===== config.mk =====
export PLATFORM = sky130hd
export DESIGN_NAME = eye_openness_tracker
export DESIGN_NICKNAME = d
export VERILOG_FILES = /design/src/rtl/eye_pkg.sv /design/src/rtl/seq_divider.sv /design/src/rtl/eye_openness_tracker.sv
export SDC_FILE = /design/constraint.sdc
export NUM_CORES = 1
export LEC_CHECK = 0
export ABC_CLOCK_PERIOD_IN_PS = 15500
export CORE_ASPECT_RATIO = 1.75
export CORE_MARGIN = 3
export CORE_UTILIZATION = 60
export DETAILED_ROUTE_END_ITERATION = 8
export GPL_TIMING_DRIVEN = 0
export HOLD_SLACK_MARGIN = 0.08
export PLACE_DENSITY = 0.76
export SETUP_SLACK_MARGIN = 0.02
export SLEW_MARGIN = 5
export SYNTH_ARGS = -nofsm -noshare
export SYNTH_HDL_FRONTEND = slang
export SYNTH_HIERARCHICAL = 1
export SYNTH_SLANG_ARGS = --single-unit

===== constraint.sdc =====
create_clock -name clk_in -period 15.5 [get_ports clk_in]
set_input_delay 2.325 -clock clk_in [delete_from_list [all_inputs] [get_ports clk_in]]
set_output_delay 2.325 -clock clk_in [all_outputs]
set_load 0.05 [all_outputs]

===== src/rtl/eye_pkg.sv =====
// Shared types and default tuning constants for the eye openness tracker.
package eye_pkg;

    typedef enum logic [2:0] {
        ST_CAL,
        ST_READY,
        ST_FILT,
        ST_DIV,
        ST_OUT
    } tracker_state_t;

    localparam int DEF_EMA_SHIFT  = 2;
    localparam int DEF_BLINK_LOW  = 64;
    localparam int DEF_BLINK_HIGH = 96;

endpackage


===== src/rtl/seq_divider.sv =====
// Restoring divider producing one quotient bit per cycle for a fixed Q_W cycles.
// done is high during the final iteration; quotient is stable from the following cycle.
module seq_divider #(
    parameter int NUM_W = 24,
    parameter int DEN_W = 16,
    parameter int Q_W   = 8
) (
    input  logic             clk_in,
    input  logic             rst_n_in,
    input  logic             start,
    input  logic             abort,
    input  logic [NUM_W-1:0] num,
    input  logic [DEN_W-1:0] den,
    output logic             done,
    output logic [Q_W-1:0]   quotient
);

    localparam int CNT_W = $clog2(Q_W + 1);

    logic [DEN_W-1:0] rem_r;
    logic [DEN_W-1:0] den_r;
    logic [Q_W-1:0]   low_r;
    logic [Q_W-1:0]   q_r;
    logic [CNT_W-1:0] cnt_r;
    logic             den_zero_r;
    logic [DEN_W:0]   trial;
    logic             take;

    // The numerator's upper DEN_W bits are already below den, so only Q_W bits remain to resolve.
    assign trial    = {rem_r, low_r[Q_W-1]};
    assign take     = trial >= {1'b0, den_r};
    assign done     = (cnt_r == CNT_W'(1));
    assign quotient = den_zero_r ? '1 : q_r;

    always_ff @(posedge clk_in or negedge rst_n_in) begin
        if (!rst_n_in) begin
            rem_r      <= '0;
            den_r      <= '0;
            low_r      <= '0;
            q_r        <= '0;
            cnt_r      <= '0;
            den_zero_r <= 1'b0;
        end else if (abort) begin
            cnt_r <= '0;
        end else if (start) begin
            rem_r      <= num[Q_W +: DEN_W];
            low_r      <= num[Q_W-1:0];
            den_r      <= den;
            den_zero_r <= (den == '0);
            q_r        <= '0;
            cnt_r      <= CNT_W'(Q_W);
        end else if (cnt_r != '0) begin
            rem_r <= take ? DEN_W'(trial - {1'b0, den_r}) : trial[DEN_W-1:0];
            low_r <= low_r << 1;
            q_r   <= {q_r[Q_W-2:0], take};
            cnt_r <= cnt_r - CNT_W'(1);
        end
    end

endmodule


===== src/rtl/eye_openness_tracker.sv =====
// Calibrates min/max openness, smooths with a shift-EMA, normalises to OUT_WIDTH bits
// and derives a debounced, hysteretic blink flag.
module eye_openness_tracker
    import eye_pkg::*;
#(
    parameter int LOG_FACE_RES = 16,
    parameter int OUT_WIDTH    = 8,
    parameter int EMA_SHIFT    = DEF_EMA_SHIFT,
    parameter int CAL_SAMPLES  = 16,
    parameter int BLINK_LOW    = DEF_BLINK_LOW,
    parameter int BLINK_HIGH   = DEF_BLINK_HIGH,
    parameter int DEBOUNCE     = 2
) (
    input  logic                    clk_in,
    input  logic                    rst_n_in,
    input  logic                    calibrate_in,
    input  logic                    eye_valid_in,
    input  logic [LOG_FACE_RES-1:0] eye_openness_in,
    input  logic [15:0]             eye_pupil_in,
    output logic                    ready_out,
    output logic                    level_valid_out,
    output logic [OUT_WIDTH-1:0]    level_out,
    output logic                    blink_out,
    output logic                    calibrated_out,
    output logic                    dropped_out
);

    localparam int EMA_W = LOG_FACE_RES + 1;
    localparam int NUM_W = LOG_FACE_RES + OUT_WIDTH;
    localparam int CAL_W = $clog2(CAL_SAMPLES + 1);
    localparam int LOW_W = $clog2(DEBOUNCE + 1);
    localparam logic [NUM_W-1:0]     LEVEL_MAX    = NUM_W'((1 << OUT_WIDTH) - 1);
    localparam logic [OUT_WIDTH-1:0] BLINK_LOW_V  = OUT_WIDTH'(BLINK_LOW);
    localparam logic [OUT_WIDTH-1:0] BLINK_HIGH_V = OUT_WIDTH'(BLINK_HIGH);

    tracker_state_t           state_r;
    logic [LOG_FACE_RES-1:0]  min_r;
    logic [LOG_FACE_RES-1:0]  max_r;
    logic [LOG_FACE_RES-1:0]  sample_r;
    logic signed [EMA_W-1:0]  ema_r;
    logic                     first_r;
    logic [CAL_W-1:0]         cal_cnt_r;
    logic [LOW_W-1:0]         low_cnt_r;

    logic                     accept;
    logic signed [EMA_W-1:0]  x_s;
    logic signed [EMA_W-1:0]  delta;
    logic signed [EMA_W-1:0]  ema_next;
    logic [LOG_FACE_RES-1:0]  ema_c;
    logic [LOG_FACE_RES-1:0]  span;
    logic [NUM_W-1:0]         div_num;
    logic [LOG_FACE_RES-1:0]  div_den;
    logic                     div_start;
    logic                     div_done;
    logic [OUT_WIDTH-1:0]     div_q;
    logic [LOW_W-1:0]         low_next;

    assign ready_out = (state_r == ST_CAL) || (state_r == ST_READY);
    assign accept    = eye_valid_in && ready_out && (eye_pupil_in != 16'd0) && !calibrate_in;
    assign div_start = (state_r == ST_FILT) && !calibrate_in;
    assign low_next  = (low_cnt_r == LOW_W'(DEBOUNCE)) ? low_cnt_r : low_cnt_r + LOW_W'(1);

    // The stored EMA stays unclamped; only the value fed to the divider is limited to the calibrated range.
    always_comb begin
        x_s      = $signed({1'b0, sample_r});
        delta    = (x_s - ema_r) >>> EMA_SHIFT;
        ema_next = first_r ? x_s : ema_r + delta;
        if (ema_next < $signed({1'b0, min_r})) begin
            ema_c = min_r;
        end else if (ema_next > $signed({1'b0, max_r})) begin
            ema_c = max_r;
        end else begin
            ema_c = ema_next[LOG_FACE_RES-1:0];
        end
        span    = ema_c - min_r;
        div_den = max_r - min_r;
        div_num = NUM_W'(span) * LEVEL_MAX;
    end

    seq_divider #(
        .NUM_W(NUM_W),
        .DEN_W(LOG_FACE_RES),
        .Q_W  (OUT_WIDTH)
    ) u_div (
        .clk_in  (clk_in),
        .rst_n_in(rst_n_in),
        .start   (div_start),
        .abort   (calibrate_in),
        .num     (div_num),
        .den     (div_den),
        .done    (div_done),
        .quotient(div_q)
    );

    always_ff @(posedge clk_in or negedge rst_n_in) begin
        if (!rst_n_in) begin
            state_r         <= ST_CAL;
            min_r           <= '1;
            max_r           <= '0;
            sample_r        <= '0;
            ema_r           <= '0;
            first_r         <= 1'b0;
            cal_cnt_r       <= '0;
            low_cnt_r       <= '0;
            level_valid_out <= 1'b0;
            level_out       <= '0;
            blink_out       <= 1'b0;
            calibrated_out  <= 1'b0;
            dropped_out     <= 1'b0;
        end else begin
            level_valid_out <= 1'b0;
            if (calibrate_in) begin
                state_r        <= ST_CAL;
                min_r          <= '1;
                max_r          <= '0;
                cal_cnt_r      <= '0;
                low_cnt_r      <= '0;
                first_r        <= 1'b0;
                calibrated_out <= 1'b0;
                blink_out      <= 1'b0;
                dropped_out    <= 1'b0;
            end else begin
                if (eye_valid_in && !ready_out) begin
                    dropped_out <= 1'b1;
                end
                unique case (state_r)
                    ST_CAL: begin
                        if (accept) begin
                            if (eye_openness_in < min_r) min_r <= eye_openness_in;
                            if (eye_openness_in > max_r) max_r <= eye_openness_in;
                            cal_cnt_r <= cal_cnt_r + CAL_W'(1);
                            if (cal_cnt_r == CAL_W'(CAL_SAMPLES - 1)) begin
                                calibrated_out <= 1'b1;
                                first_r        <= 1'b1;
                                state_r        <= ST_READY;
                            end
                        end
                    end
                    ST_READY: begin
                        if (accept) begin
                            sample_r <= eye_openness_in;
                            state_r  <= ST_FILT;
                        end
                    end
                    ST_FILT: begin
                        ema_r   <= ema_next;
                        first_r <= 1'b0;
                        state_r <= ST_DIV;
                    end
                    ST_DIV: begin
                        if (div_done) state_r <= ST_OUT;
                    end
                    ST_OUT: begin
                        level_out       <= div_q;
                        level_valid_out <= 1'b1;
                        state_r         <= ST_READY;
                        if (div_q < BLINK_LOW_V) begin
                            low_cnt_r <= low_next;
                            if (low_next >= LOW_W'(DEBOUNCE)) blink_out <= 1'b1;
                        end else if (div_q > BLINK_HIGH_V) begin
                            low_cnt_r <= '0;
                            blink_out <= 1'b0;
                        end else begin
                            low_cnt_r <= '0;
                        end
                    end
                    default: state_r <= ST_CAL;
                endcase
            end
        end
    end

endmodule

# Yosys cells after proc, flatten, opt, wreduce, memory -nomap -nowiden
# Index checks and enable logic that the tools add are counted.
[word_totals]
input_bits = 36
output_inout_bits = 13
reg_bits = 141
[classes]
mux = 50
n_bitwise = 1
addsub = 8
order_cmp = 8
n_reduce_logical = 35
eq_ne = 12
mul = 1
[op_table]
columns = ["op", "count"]
rows = [
  ["two-way mux 16 bit", 13],
  ["subtractor 16 bit", 3],
  ["two-way mux 8 bit", 5],
  ["multiplier 16 x 8 -> 24 bit, second input constant", 1],
  ["AND reduction 3 bit", 6],
  ["adder 17 x 15 -> 17 bit", 1],
  ["greater-or-equal comparator 17 x 16 -> 1 bit", 1],
  ["> comparator 17 bit", 1],
  ["< comparator 17 bit", 1],
  ["two-way mux 17 bit", 1],
  ["subtractor 17 bit", 1],
  ["> comparator 16 bit", 1],
  ["logical NOT 16 bit", 1],
  ["< comparator 16 bit", 1],
  ["nonzero test 16 bit", 1],
  ["nonzero test 2 bit", 8],
  ["two-way mux 3 bit", 5],
  ["two-way mux 5 bit", 3],
  ["case mux 3 bit (5 select lines)", 1],
  ["two-way mux 1 bit", 14],
  ["two-way mux 4 bit", 3],
  ["AND reduction 2 bit", 5],
  ["inequality test 3 bit, second input constant", 3],
  ["nonzero test 3 bit", 3],
  ["other kinds (22)", 32],
]

# Longest topological paths before layout
# Gate-level depths: netlist of the first run.
[depth]
word_depth = 9
mapped_depth = 65
depth_no_buf = 64

# By module
# The synthesis of the first run kept the hierarchy.
[by_module_without_submodules]
columns = ["mod", "cells_per_inst", "area_each_um2", "instances"]
rows = [
  ["eye_openness_tracker", 1310, 11190.7, 1],
  ["seq_divider", 387, 3387.0, 1],
]

# Least setup slack after synthesis of the first run
# Ideal clock, no wire load.
[synth_timing]
path_type = "register to register"
from = "register sample_r[2]"
to = "register u_div.rem_r[15]"
arrival_time_ps = 11233
required_ps = 15371
slack_ps = 4138
path_stages_with_launch = 64
path_cell_list = "dfrtp_1 -> ha_1 -> a21o_1 -> a31o_2 -> a211oi_2 -> o31ai_1 -> a21o_1 -> a21oi_1 -> nor2b_1 -> o21a_1 -> nor2_1 -> xnor2_1 -> ha_1 -> a21oi_1 -> o21ai_0 -> o41ai_2 -> xor2_1 -> nor2_1 -> [... 28 more ...] -> inv_1 -> fa_1 -> inv_1 -> fa_1 -> inv_1 -> ha_1 -> a21o_1 -> a21o_1 -> a21oi_1 -> o21bai_1 -> a21oi_1 -> nor2_1 -> a21oi_1 -> o311ai_0 -> a21oi_1 -> xnor2_1 -> a22oi_1 -> nand3_1"
[synth_between]
elab_chain_len = 9
elab_cells_between_ends = 10
cone_classes = "add/sub (3); mul (1); order compare (2); mux (4)"
[synth_rtl]
columns = ["item", "line", "source"]
rows = [
  ["start, declared", "eye_openness_tracker.sv:39", "logic [LOG_FACE_RES-1:0] sample_r;"],
  ["start signal, assigned", "eye_openness_tracker.sv:141", "sample_r <= eye_openness_in;"],
  ["subtractor 17 bit (*)", "eye_openness_tracker.sv:66", "delta = (x_s - ema_r) >>> EMA_SHIFT;"],
  ["adder 17 x 15 -> 17 bit (*)", "eye_openness_tracker.sv:67", "ema_next = first_r ? x_s : ema_r + delta;"],
  ["two-way mux 17 bit (*)", "eye_openness_tracker.sv:67", ""],
  ["via ema_next[14]", "eye_openness_tracker.sv:48", "logic signed [EMA_W-1:0] ema_next;"],
  ["> comparator 17 bit", "eye_openness_tracker.sv:70", "end else if (ema_next > $signed({1'b0, max_r})) begin"],
  ["two-way mux 16 bit", "eye_openness_tracker.sv:70", ""],
  ["two-way mux 16 bit (*)", "eye_openness_tracker.sv:68", "if (ema_next < $signed({1'b0, min_r})) begin"],
  ["subtractor 16 bit (*)", "eye_openness_tracker.sv:75", "span = ema_c - min_r;"],
  ["multiplier 16 x 8 -> 24 bit (*)", "eye_openness_tracker.sv:77", "div_num = NUM_W'(span) * LEVEL_MAX;"],
  ["via div_num[23]", "eye_openness_tracker.sv:51", "logic [NUM_W-1:0] div_num;"],
  ["two-way mux 16 bit (*)", "seq_divider.sv:45", "end else if (start) begin"],
  ["end signal, assigned", "seq_divider.sv:46", "rem_r <= num[Q_W +: DEN_W];"],
  ["end signal, assigned", "seq_divider.sv:53", "rem_r <= take ? DEN_W'(trial - {1'b0, den_r}) : trial[DEN_W-1:0];"],
  ["end, declared", "seq_divider.sv:20", "logic [DEN_W-1:0] rem_r;"],
]
# The timed path passes the listed nets; every way through them passes the cells marked *.
# A chain may end at the register's enable or synchronous reset.

# Worst setup path after layout of the first run
# Same ends and word-level chain as after synthesis.

==> results of run 1 <==
==> cell usage after synthesis (15+ instances only) <==
master                     count
sky130_fd_sc_hd__ha_1        206
sky130_fd_sc_hd__o21a_1       21
sky130_fd_sc_hd__nor2_1       80
sky130_fd_sc_hd__nand2_1     184
sky130_fd_sc_hd__a21oi_1     110
sky130_fd_sc_hd__fa_1         54
sky130_fd_sc_hd__xor2_1       39
sky130_fd_sc_hd__o211ai_1     23
sky130_fd_sc_hd__dfstp_2      16
sky130_fd_sc_hd__a22o_1       19
sky130_fd_sc_hd__o21ai_0     121
sky130_fd_sc_hd__a21o_1       47
sky130_fd_sc_hd__dfrtp_1     125
sky130_fd_sc_hd__clkbuf_1     40
sky130_fd_sc_hd__inv_1       214
sky130_fd_sc_hd__nor2b_1      23
sky130_fd_sc_hd__mux2i_1      21
sky130_fd_sc_hd__xnor2_1      61
sky130_fd_sc_hd__a31oi_1      15
sky130_fd_sc_hd__nand3_1      26
sky130_fd_sc_hd__mux2_2       27
sky130_fd_sc_hd__nor3_1       22
==> tightest hold or removal path: stages (launching register included) <==
cell	delay [ns]
sky130_fd_sc_hd__dfrtp_1	0.34
sky130_fd_sc_hd__nand2_1	0.05
sky130_fd_sc_hd__nand2_1	0.05
==> cell usage in the layout (no fill, tap or decap), types with 17 or more instances in the layout <==
master                              n
sky130_fd_sc_hd__a22o_1            19
sky130_fd_sc_hd__o21a_1            21
sky130_fd_sc_hd__clkdlybuf4s50_1   47
sky130_fd_sc_hd__nor2_1            80
sky130_fd_sc_hd__nor3_1            22
sky130_fd_sc_hd__nor2b_1           23
sky130_fd_sc_hd__mux2i_1           21
sky130_fd_sc_hd__nand2_1          184
sky130_fd_sc_hd__ha_1             206
sky130_fd_sc_hd__fa_1              54
sky130_fd_sc_hd__dfrtp_1          125
sky130_fd_sc_hd__nand3_1           26
sky130_fd_sc_hd__clkbuf_1          43
sky130_fd_sc_hd__a21o_1            47
sky130_fd_sc_hd__xor2_1            39
sky130_fd_sc_hd__o211ai_1          23
sky130_fd_sc_hd__inv_1            214
sky130_fd_sc_hd__mux2_2            27
sky130_fd_sc_hd__clkbuf_16         17
sky130_fd_sc_hd__o21ai_0          121
sky130_fd_sc_hd__xnor2_1           61
sky130_fd_sc_hd__a21oi_1          110
==> worst max-delay path by stage <==
stage	startpoint	end	slack, ns	depth (start not counted)
2_1_floorplan	sample_r[2]$_DFFE_PN0P_	u_div/rem_r[15]$_DFFE_PN0P_	4.14	63
3_3_place_gp	ema_r[2]$_DFFE_PN0P_	u_div/rem_r[15]$_DFFE_PN0P_	1.56	64
3_5_place_dp	sample_r[2]$_DFFE_PN0P_	u_div/rem_r[15]$_DFFE_PN0P_	1.40	63
4_1_cts	sample_r[2]$_DFFE_PN0P_	u_div/rem_r[15]$_DFFE_PN0P_	1.34	63
5_1_grt	sample_r[2]$_DFFE_PN0P_	u_div/rem_r[15]$_DFFE_PN0P_	0.31	63
6_report	sample_r[2]$_DFFE_PN0P_	u_div/rem_r[15]$_DFFE_PN0P_	1.31	63
==> per-stage QoR <==
| stage | utilization [%] | instance area (sq um) | hold WS [ns] | instances |
|---|---|---|---|---|
| 3_3_place_gp | 65.39 | 15440 | 0.4425 | 2049 |
| 2_1_floorplan | - | 14580 | 0.4305 | 1697 |
| 4_1_cts | 67.97 | 16050 | 0.4725 | 2082 |
| 6_report | 67.97 | 16050 | 0.4687 | 2082 |
| 5_1_grt | 67.97 | 16050 | 0.5021 | 2082 |
| 3_5_place_dp | 65.51 | 15470 | 0.4487 | 2050 |
==> per-layer routing <==
| metal | track usage [%] | vias up | wire length, um |
|---|---|---|---|
| li1 | - | 6046 | - |
| met1 | 30.11 | 5920 | 13460 |
| met2 | 56.05 | 274 | 20420 |
| met3 | 3.593 | 153 | 948 |
| met4 | 23.14 | 0 | 3230 |
| met5 | 0 | - | 0 |
==> layout make-up <==
cell class | count | area (sq um) | area share (%)
Multi-Input combinational cell | 1290 | 9985 | 62.22
Sequential cell | 141 | 3548 | 22.11
Inverter | 214 | 803.3 | 5.006
Timing Repair Buffer | 49 | 509.2 | 3.173
Clock buffer | 22 | 464.2 | 2.893
Tap cell | 304 | 380.4 | 2.370
Buffer | 52 | 241.5 | 1.505
Clock inverter | 10 | 115.1 | 0.7173
==> state kept, by name, indices dropped and copies added (netlist names) <==
signal,flops
blink_out,1
min_r,16
u_div/q_r,8
u_div/low_r,8
state_r,3
sample_r,16
u_div/rem_r,16
ema_r,17
level_out,8
level_valid_out,1
low_cnt_r,2
dropped_out,1
u_div/cnt_r,4
max_r,16
cal_cnt_r,5
u_div/den_zero_r,1
first_r,1
calibrated_out,1
u_div/den_r,16
==> kinds of logic after synthesis <==
logic type | Yosys count | share of synthesized area [%]
compound gates | 448 | 19.66
mux | 49 | 3.631
xor+xnor | 101 | 6.120
buf+inv | 266 | 7.167
simple gates | 429 | 13.78
fa+ha+maj | 263 | 25.30
flops | 141 | 24.34
==> results list, run 1 <==
- Clock-pin slew on the worst setup and hold paths: 0.06 ns
- CTS tree: built
* Pre-CTS worst setup slack: 1.398 ns
* Die W: 123.8 um
- Average via count per standard cell: 5.952
- Worst hold endpoint: u_div/q_r[7]$_DFFE_PN0P_
- Counting distinct cell types in the post-synthesis netlist gives 81.
* Tightest Hold Check Type: reg -> reg
- Congestion Overflow GR: 0
- Height of the die: 212.2 um
- Post-synthesis average cell area: 8.590 sq um
* Setup repair after global routing missed its margin: no
- The worst register-to-register path ends at u_div/rem_r[15]$_DFFE_PN0P_.
- Standard-cell row count: 74
- Post-synthesis async set-or-reset flop share: 100.0%
- Sum of negative setup slack: 0 ns
- Crit Path Category: reg -> reg
- The die covers 26280 sq um.
* Maximum cell stage delay along the critical path: 0.69 ns
* Clock latency of the later-clocked register in the worst-skew pair: 0.44 ns
- Compared with the post-synthesis result, the final layout area differs by 10.08%.
- Total inserted antenna cells: 0
- For this configuration, the core starts out at a cell density of 61.74%.
* Core outline area: 23610 sq um
* Total standard cell area after synthesis: 14580 sq um
- CTS buffer count: 17
- After synthesis the netlist holds a flip-flop and latch count of 141.
- Number of hold buffers added after cts: 0
- Detailed placement ended at an HPWL of 31.55 mm.
- Max-cap violations in this run came to 0.
- Drt wl/cell: 18.28 um
* Layout cell share with drive strength beyond 1: 6.412%
* Cell repeated most along the worst path: sky130_fd_sc_hd__a21oi_1
- Sequential elements use 24.34% of the synthesized area.
- Register-to-register path setup slack: 1.31 ns
- The flow ran to the end, and the final reports show no timing, DRC or antenna violations.
* Final-layout fill cell count: 2009
- Entering global routing, the biggest net connects 94 pins.
* Post-CTS Setup Inserts: 0
- Setup violations remaining at the end of the flow were counted as 0.
- Worst slew slack as a fraction of its limit: 42.00%
- CTS built an H-tree with a depth of 4.
- After layout, the worst setup slack is 1.308 ns.
- For this run, the top clock speed supported by timing is 70.46 MHz.
- 49 I/O pins were placed.
- Number of enable-type register cells in the synthesized netlist: 0
- Combined buffer and inverter count along the critical path: 6
* Number of antenna violations at the first check in global routing: 0
- Global routing consumed, over all layers together, 30.42% of the routing resources.
- The biggest area contributor in the post-synthesis netlist is sky130_fd_sc_hd__dfrtp_1.
- STA puts the critical path data arrival time at 14.51 ns.
- The first routing iteration left 514 violations.
- Number of instances in the synthesized netlist: 1697
- Worst Tran Pin Value: 0.8639 ns
- In the final design database the tool counted 2061 nets.
- When the netlist entered floorplanning its net count stood at 1993.
- Cell type of the slowest stage on the worst timing path: sky130_fd_sc_hd__xnor2_1
- Worst hold path cell count: 2
- In the synthesized netlist the dominant register cell turns out to be sky130_fd_sc_hd__dfrtp_1.
- In this design, the largest share of critical-path delay is due to compound AO/OA/AOI/OAI gates.
* Sort of element at the end of the critical path: register
- Count of TritonRoute iterations in the first routing pass: 4
- Detailed routing inserted a total of 12.39k vias.
- CTS Root Cell: sky130_fd_sc_hd__clkbuf_16
- The count of buffers added on input and output ports is 48.
* Post-Route WL: 38.06 mm
- The worst register-to-register path begins at sample_r[2]$_DFFE_PN0P_.
- Global-route wire length before repair: 62.04 mm
- Along the worst path, the maximum fanout reaches 10.
- Min Tclk post-route: 14.19 ns
- GP Congestion: 0.8933
- For the final database, setup skew stands at 0.007822 ns.
- The final count of hold timing violations is 0.
- For the worst setup path, the data required time is 15.82 ns.
* Start point of the worst min-delay path: u_div/q_r[7]$_DFFE_PN0P_
- The via count of the first global-routing pass is 13.10k.
- Number of max-slew violations in the final report: 0
- Once the clock tree was built, the resizer swapped 0 gates to a different size.
- The synthesized design devotes to its leading area cell type 21.46% of total area.
- Once detail routing completed, the nets flagged for antenna violations numbered 0.
* Path depth of the worst reg2reg path: 63
- Yosys printed 6 warnings.
- Bufs on Longest Clock Path: 2
* Crit path launch type: register
- Clock sink count: 141
- In the routed design, unresolved DRC markers number 0.
- Dividing the final minimum period by the clock period gives 91.56%.
- Sorting the synthesized cells by area gives the leading types as sky130_fd_sc_hd__dfrtp_1 (21%), sky130_fd_sc_hd__ha_1 (18%), sky130_fd_sc_hd__fa_1 (7.4%).
Power of run 1 is left out: the tool's default activity adds up to more than one toggle a clock period on the data nets, which glitch-free logic cannot reach.
==> run 2: changes to the inputs <==
RECOVER_POWER = 100   (was unset)
==> run 2 against run 1 <==
Against the previous run: the run now ends with capacitance limit, slew limit left; maximum frequency is 0.16% lower; flip-flop and latch count stayed put; sequential share of layout area grew 0.073 points; via count fell by 0.30%; register-to-register slack worse by 0.02 ns; first-iteration DRC count increased by 1.2%; clock skew fell by 0.00050 ns; worst setup slack worse by 0.022 ns; critical path depth stayed put; wire length decreased by 0.24%; cell count unchanged; highest routed layer unchanged.
==> results list, run 2 (synthesized netlist as in run 1, its figures left out) <==
* Status: complete, but fails checks
- The checks that failed: capacitance limit, slew limit.
* Multi-input gate area: 9980 sq um (about the same)
* Crit path launch type: register
- DRC violation count after routing: 0 (unchanged)
- Worst Tran Pin Value: 4.989 ns (+4.125 ns)
- Sort of element at the end of the critical path: register
* Starting utilization of the core area: 61.74% (unchanged)
* Total number of vias: 12.36k (-0.30%)
- Number of flip-flops under the largest register name: 17 (unchanged)
* Cell type of the slowest stage on the worst timing path: sky130_fd_sc_hd__xnor2_1
- Min Tclk post-route: 14.21 ns (+0.02250 ns)
- The total iterations of the first detailed-routing run is 5 (+1).
* Clock sink count: 141 (unchanged)
- The global routing usage summed across all routing layers was 30.42% (unchanged).
- Worst slew slack as a fraction of its limit: -232.6% (-270 points)
* CTS HTree Levels: 4 (unchanged)
- The register area is 3548 sq um (unchanged).
- The number of diodes came to 0 (unchanged).
- Count of instances resized after the clock tree is built: 0 (unchanged)
- The TritonCTS buffer count is 17 (unchanged).
- Bufs on Longest Clock Path: 2 (unchanged)
* Start point of the worst min-delay path: u_div/q_r[7]$_DFFE_PN0P_
- WL met1: 13.44 mm (-0.17%)
- FF-to-FF End: u_div/rem_r[15]$_DFFE_PN0P_
- Final antenna-violating net count: 0 (unchanged)
* Cell repeated most along the worst path: sky130_fd_sc_hd__a21oi_1
* Most used cells in the layout excluding fill and tap cells: sky130_fd_sc_hd__inv_1 (214), sky130_fd_sc_hd__ha_1 (206), sky130_fd_sc_hd__nand2_1 (184)
- Layout cell share with drive strength beyond 1: 6.074% (-0.34 points)
* Average via count per standard cell: 5.935 (-0.30%)
- Number of antenna violations at the first check in global routing: 0 (unchanged)
* Final worst path period share: 91.71% (+0.15 points)
- Congestion Overflow GR: 0 (unchanged)
* Number of max-slew violations in the final report: 144 (+144)
* Largest Register: ema_r
- Post-CTS Setup Inserts: 0 (unchanged)
* Height of the die: 212.2 um (unchanged)
- The final critical-path setup slack was 1.285 ns (-0.02250 ns).
* CTS tree: built
- The first-pass GRT wire length was 62.04 mm (unchanged).
- The die footprint is 26280 sq um (unchanged).
- The final-stage net count is 2061 (unchanged).
- GP Congestion: 0.8933 (unchanged)
- Final setup fails: 0 (unchanged)
- The tightest min-delay check is of the reg -> reg type.
- Post-DP HPWL: 31.55 mm (unchanged)
- The hold path depth is 2 (unchanged).
- Sum of negative setup slack: 0 ns (unchanged)
* Pin count of the biggest net entering global routing: 94 (unchanged)
* Crit Path Category: reg -> reg
* Register-to-register path setup slack: 1.29 ns (-0.02 ns)
* Max Cap Viol: 2 (+2)
- The delay of the slowest critical-path stage is 0.69 ns (about the same).
* Arrival time of data at the critical path endpoint: 14.53 ns (+0.02 ns)
- Count of input and output buffers: 48 (unchanged)
- Routed signal wires occupy layers up through met4.
- The met3 routed wirelength came to 851 um (-10%).
- The achievable frequency is 70.35 MHz (-0.16%).
* Commonest non-fill, non-tap cell in the layout: sky130_fd_sc_hd__inv_1
- Setup repair after global routing left no endpoint under its margin.
- The largest fanout on the critical path is 10 (unchanged).
* Post-route worst hold slack: 0.4685 ns (-0.0002400 ns)
* Standard-cell row count: 74 (unchanged)
* Path depth of the worst reg2reg path: 63 (unchanged)
- Drt wl/cell: 18.23 um (-0.24%)
- Via count of the first global-routing pass: 13.10k (unchanged)
- Number of hold-slack violations in the final timing report: 0 (unchanged)
- The clock slew seen by the registers of the worst setup and hold paths is 0.06 ns (about the same).
- Pre-CTS worst setup slack: 1.398 ns (unchanged)
- The worst register-to-register path begins at sample_r[2]$_DFFE_PN0P_.
- The die boundary width was 123.8 um (unchanged).
* Worst endpoint required time: 15.82 ns (about the same)
- The area of the core is 23610 sq um (unchanged).
- Final-layout fill cell count: 2018 (+0.45%)
- I/O Pins: 49 (unchanged)
* Post-Route WL: 37.97 mm (-0.24%)
- The tree is rooted in a sky130_fd_sc_hd__clkbuf_16.
* Met2 routed WL: 20.44 mm (+0.14%)
* Clock latency of the later-clocked register in the worst-skew pair: 0.44 ns (about the same)
- The path with the worst hold slack has its endpoint at u_div/q_r[7]$_DFFE_PN0P_.
- Drt first-iter violations: 520 (+1.2%)
- Area growth, synth to finish: 9.716%
* Worst clock skew: 0.007319 ns (-0.0005025 ns)
* Number of hold buffers added after cts: 0 (unchanged)
## run 2: per-layer routing
layer	track usage, %	vias to the layer above
met4	23.14	0
met3	3.593	145
met1	30.11	5916
li1	-	6046
met2	56.05	249
met5	0	-
## run 2: worst max path at each step
| stage | end | from |
|---|---|---|
| final | u_div/rem_r[15]$_DFFE_PN0P_ | sample_r[2]$_DFFE_PN0P_ |
| after global routing | u_div/rem_r[15]$_DFFE_PN0P_ | sample_r[2]$_DFFE_PN0P_ |
| after CTS | u_div/rem_r[15]$_DFFE_PN0P_ | sample_r[2]$_DFFE_PN0P_ |
| after detailed placement | u_div/rem_r[15]$_DFFE_PN0P_ | sample_r[2]$_DFFE_PN0P_ |
| after global placement | u_div/rem_r[15]$_DFFE_PN0P_ | ema_r[2]$_DFFE_PN0P_ |
| after floorplan | u_div/rem_r[15]$_DFFE_PN0P_ | sample_r[2]$_DFFE_PN0P_ |
## run 2: area by class of cell
cell class                      instances  area share (%)
Clock buffer                           22           2.902
Timing Repair Buffer                   49           2.988
Clock inverter                         10          0.7197
Tap cell                              304           2.378
Inverter                              214           5.022
Multi-Input combinational cell       1290           62.40
Buffer                                 52           1.408
Sequential cell                       141           22.19
## run 2: worst max-delay path, delay by kind of cell, from the launching register on
kind            cells  cell delay (ns)
simple gates       10             1.42
fa+ha+maj          10             3.70
flops               1             0.40
xor+xnor            4             1.13
buf+inv             6             0.82
mux                 1             0.13
compound gates     32             6.49
## run 2: through the flow
stage                     cells  instance area (sq um)  util, %
after global placement     2049                  15440    65.39
after floorplan            1697                  14580        -
final                      2082                  15990    67.74
after CTS                  2082                  16050    67.97
after detailed placement   2050                  15470    65.51
after global routing       2082                  15990    67.74
Power of run 2 is left out for the same reason.
==> run 3: changes to the inputs <==
ABC_CLOCK_PERIOD_IN_PS = 14400   (was 15500)
RECOVER_POWER = unset   (was 100)
clock period = 14.4 ns   (was 15.5 ns; I/O delays follow)
==> run 3 against run 2 <==
Against the previous run: the run now ends clean; hold slack about the same; highest routed layer unchanged; count of clock-buffer cells in the layout did not move; core utilization rose by 0.43 points; via count about the same.
==> results list, run 3 (synthesized netlist as in run 1, its figures left out) <==
- The run finished with clean final reports.
* Starting utilization of the core area: 61.74% (unchanged)
- Largest Register: ema_r
- Clock sink count: 141 (unchanged)
* Crit Path Category: reg -> reg
- The maximum clock skew at final layout is 0.008847 ns (+0.001527 ns).
- Area growth, synth to finish: 10.41%
- Path depth of the worst reg2reg path: 62 (-1.6%)
- The TritonCTS buffer count is 17 (unchanged).
- The achievable frequency was 73.81 MHz (+4.9%).
- The actual transition at the worst max-transition pin came to 0.8613 ns (-4.128 ns).
- The total wirelength of the detailed-routed design is 38.10 mm (+0.35%).
- Min Tclk post-route: 13.55 ns (-0.6674 ns)
- DRC violation count after routing: 0 (unchanged)
* Drt wl/cell: 18.28 um (+0.25%)
- The average via count per standard cell came to 5.933 (about the same).
* Number of hold-slack violations in the final timing report: 0 (unchanged)
- Height of the die: 212.2 um (unchanged)
* Post-placement cell count: 2050 (unchanged)
- Setup repair after global routing left no endpoint under its margin.
- Most crowded layer after global routing: met2
* Crit path launch type: register
- The count of buffers from port buffering came to 48 (unchanged).
- Register-to-register path setup slack: 0.85 ns (-0.43 ns)
* Final worst path period share: 94.08% (+2.4 points)
- The global placer's final weighted congestion was 0.8933 (unchanged).
* Worst endpoint required time: 14.72 ns (-1.10 ns)
* Global routing usage on met3: 3.593% (unchanged)
- Layout cell share with drive strength beyond 1: 6.854% (+0.78 points)
- Total inserted antenna cells: 0 (unchanged)
- In this run the critical register-to-register path is launched from sample_r[2]$_DFFE_PN0P_.
* Number of max-slew violations in the final report: 0 (-100%)
- The global-route track usage on met2 was 56.05% (unchanged).
* Number of hold buffers added after cts: 0 (unchanged)
- Arrival time of data at the critical path endpoint: 13.86 ns (-0.67 ns)
- Worst hold endpoint: u_div/q_r[7]$_DFFE_PN0P_
- In this run the worst hold path is classified as reg -> reg.
- The global routing usage summed across all routing layers came to 30.42% (unchanged).
- The leftover overflow at the end of global routing was 0 (unchanged).
* Max Cap Viol: 0 (-2)
* Largest driver fanout on the critical path: 10 (unchanged)
- The accumulated negative setup slack is 0 ns (unchanged).
- Commonest non-fill, non-tap cell in the layout: sky130_fd_sc_hd__inv_1
- The latest clock arrival within the worst-skew pair is 0.44 ns (about the same).
- Cell type of the slowest stage on the worst timing path: sky130_fd_sc_hd__a21oi_1
* Maximum cell stage delay along the critical path: 0.64 ns (-0.05 ns)
- The most numerous cell type found on the critical path is sky130_fd_sc_hd__a21oi_1.
- Drt first-iter violations: 555 (+6.7%)
* Final antenna-violating net count: 0 (unchanged)
* Number of flip-flops under the largest register name: 17 (unchanged)
- Core outline area: 23610 sq um (unchanged)
- Global-route met1 utilization: 30.11% (unchanged)
- Worst hold path cell count: 2 (unchanged)
* Post-DP HPWL: 31.55 mm (unchanged)
* Most used cells in the layout excluding fill and tap cells: sky130_fd_sc_hd__inv_1 (214), sky130_fd_sc_hd__ha_1 (206), sky130_fd_sc_hd__nand2_1 (184)
- Final setup fails: 0 (unchanged)
- CTS tree: built
- The tree is rooted in a sky130_fd_sc_hd__clkbuf_16.
* Pin count of the biggest net entering global routing: 94 (unchanged)
- Total number of vias: 12.37k (+0.073%)
* Cell Count, Final, Fillers Out: 2084 (+0.096%)
- Via count of the first global-routing pass: 13.10k (unchanged)
- The final-stage net count is 2063 (+0.097%).
* Start point of the worst min-delay path: u_div/q_r[7]$_DFFE_PN0P_
- Standard-cell row count: 74 (unchanged)
- The maximum level of the CTS H-tree is 4 (unchanged).
* Number of antenna violations at the first check in global routing: 0 (unchanged)
- The die footprint was 26280 sq um (unchanged).
* Die W: 123.8 um (unchanged)
- The clock slew seen by the registers of the worst setup and hold paths is 0.06 ns (about the same).
- Sort of element at the end of the critical path: register
- The normalized max-slew margin came to 42.17% (+270 points).
- Final-layout fill cell count: 2005 (-0.64%)
- The number of placed I/O pins is 49 (unchanged).
- Bufs on Longest Clock Path: 2 (unchanged)
* Global-route wire length before repair: 62.04 mm (unchanged)
* Count of TritonRoute iterations in the first routing pass: 5 (unchanged)
* FF-to-FF End: u_div/rem_r[15]$_DFFE_PN0P_
-- run 3: layout make-up --
class                   count  area, sq um  area share, %
multi-input cells        1290        10020          62.23
inverters                 214        803.3          4.991
well taps                 304        380.4          2.363
flip-flops and latches    141         3548          22.05
clock buffers              22        464.2          2.884
clock inverters            10        115.1         0.7152
repair buffers             51        524.3          3.257
plain buffers              52        244.0          1.516
-- run 3: how the worst max path moves through the flow --
stage,start,end,slack (ns),cells past startpoint
final,sample_r[2]$_DFFE_PN0P_,u_div/rem_r[15]$_DFFE_PN0P_,0.85,62
after detailed placement,sample_r[2]$_DFFE_PN0P_,u_div/rem_r[15]$_DFFE_PN0P_,0.30,63
after floorplan,sample_r[2]$_DFFE_PN0P_,u_div/rem_r[15]$_DFFE_PN0P_,3.04,63
after global placement,ema_r[2]$_DFFE_PN0P_,u_div/rem_r[15]$_DFFE_PN0P_,0.46,64
after global routing,sample_r[2]$_DFFE_PN0P_,u_div/rem_r[15]$_DFFE_PN0P_,0.01,64
after CTS,sample_r[2]$_DFFE_PN0P_,u_div/rem_r[15]$_DFFE_PN0P_,0.24,63
-- run 3: metal layers --
layer / share of wire [%] / vias to the layer above / routed length [um]
li1: - / 6055 / -
met1: 36 / 5902 / 13580
met2: 54 / 258 / 20460
met3: 2.3 / 150 / 872
met4: 8.3 / 0 / 3178
met5: 0 / - / 0
-- run 3: stage by stage --
| stage | hold WS, ns | instance area, sq um | setup WS, ns | util, % |
|---|---|---|---|---|
| after global placement | 0.4425 | 15440 | 0.4618 | 65.39 |
| after detailed placement | 0.4487 | 15470 | 0.2984 | 65.51 |
| after global routing | 0.5021 | 16100 | 0.01038 | 68.17 |
| final | 0.4687 | 16100 | 0.8525 | 68.17 |
| after CTS | 0.4725 | 16050 | 0.2352 | 67.97 |
| after floorplan | 0.4305 | 14580 | 3.038 | - |
-- run 3: worst max-delay path, delay by kind of cell (launching register included) --
kind / cells / cell delay [ns]
XOR/XNOR: 4 / 0.72
buffers and inverters: 8 / 1.28
adder cells (fa/ha/maj): 9 / 3.31
AND/OR/NAND/NOR: 11 / 1.25
flip-flops: 1 / 0.40
AO/OA/AOI/OAI: 30 / 6.51
-- run 3: repair_timing --
| item | CTS | global route |
|---|---|---|
| setup buffers | 0 | 2 |
| setup endpoints to repair | 0 | 8 |
| gates resized for setup | 0 | 10 |
Power of run 3 is left out for the same reason.
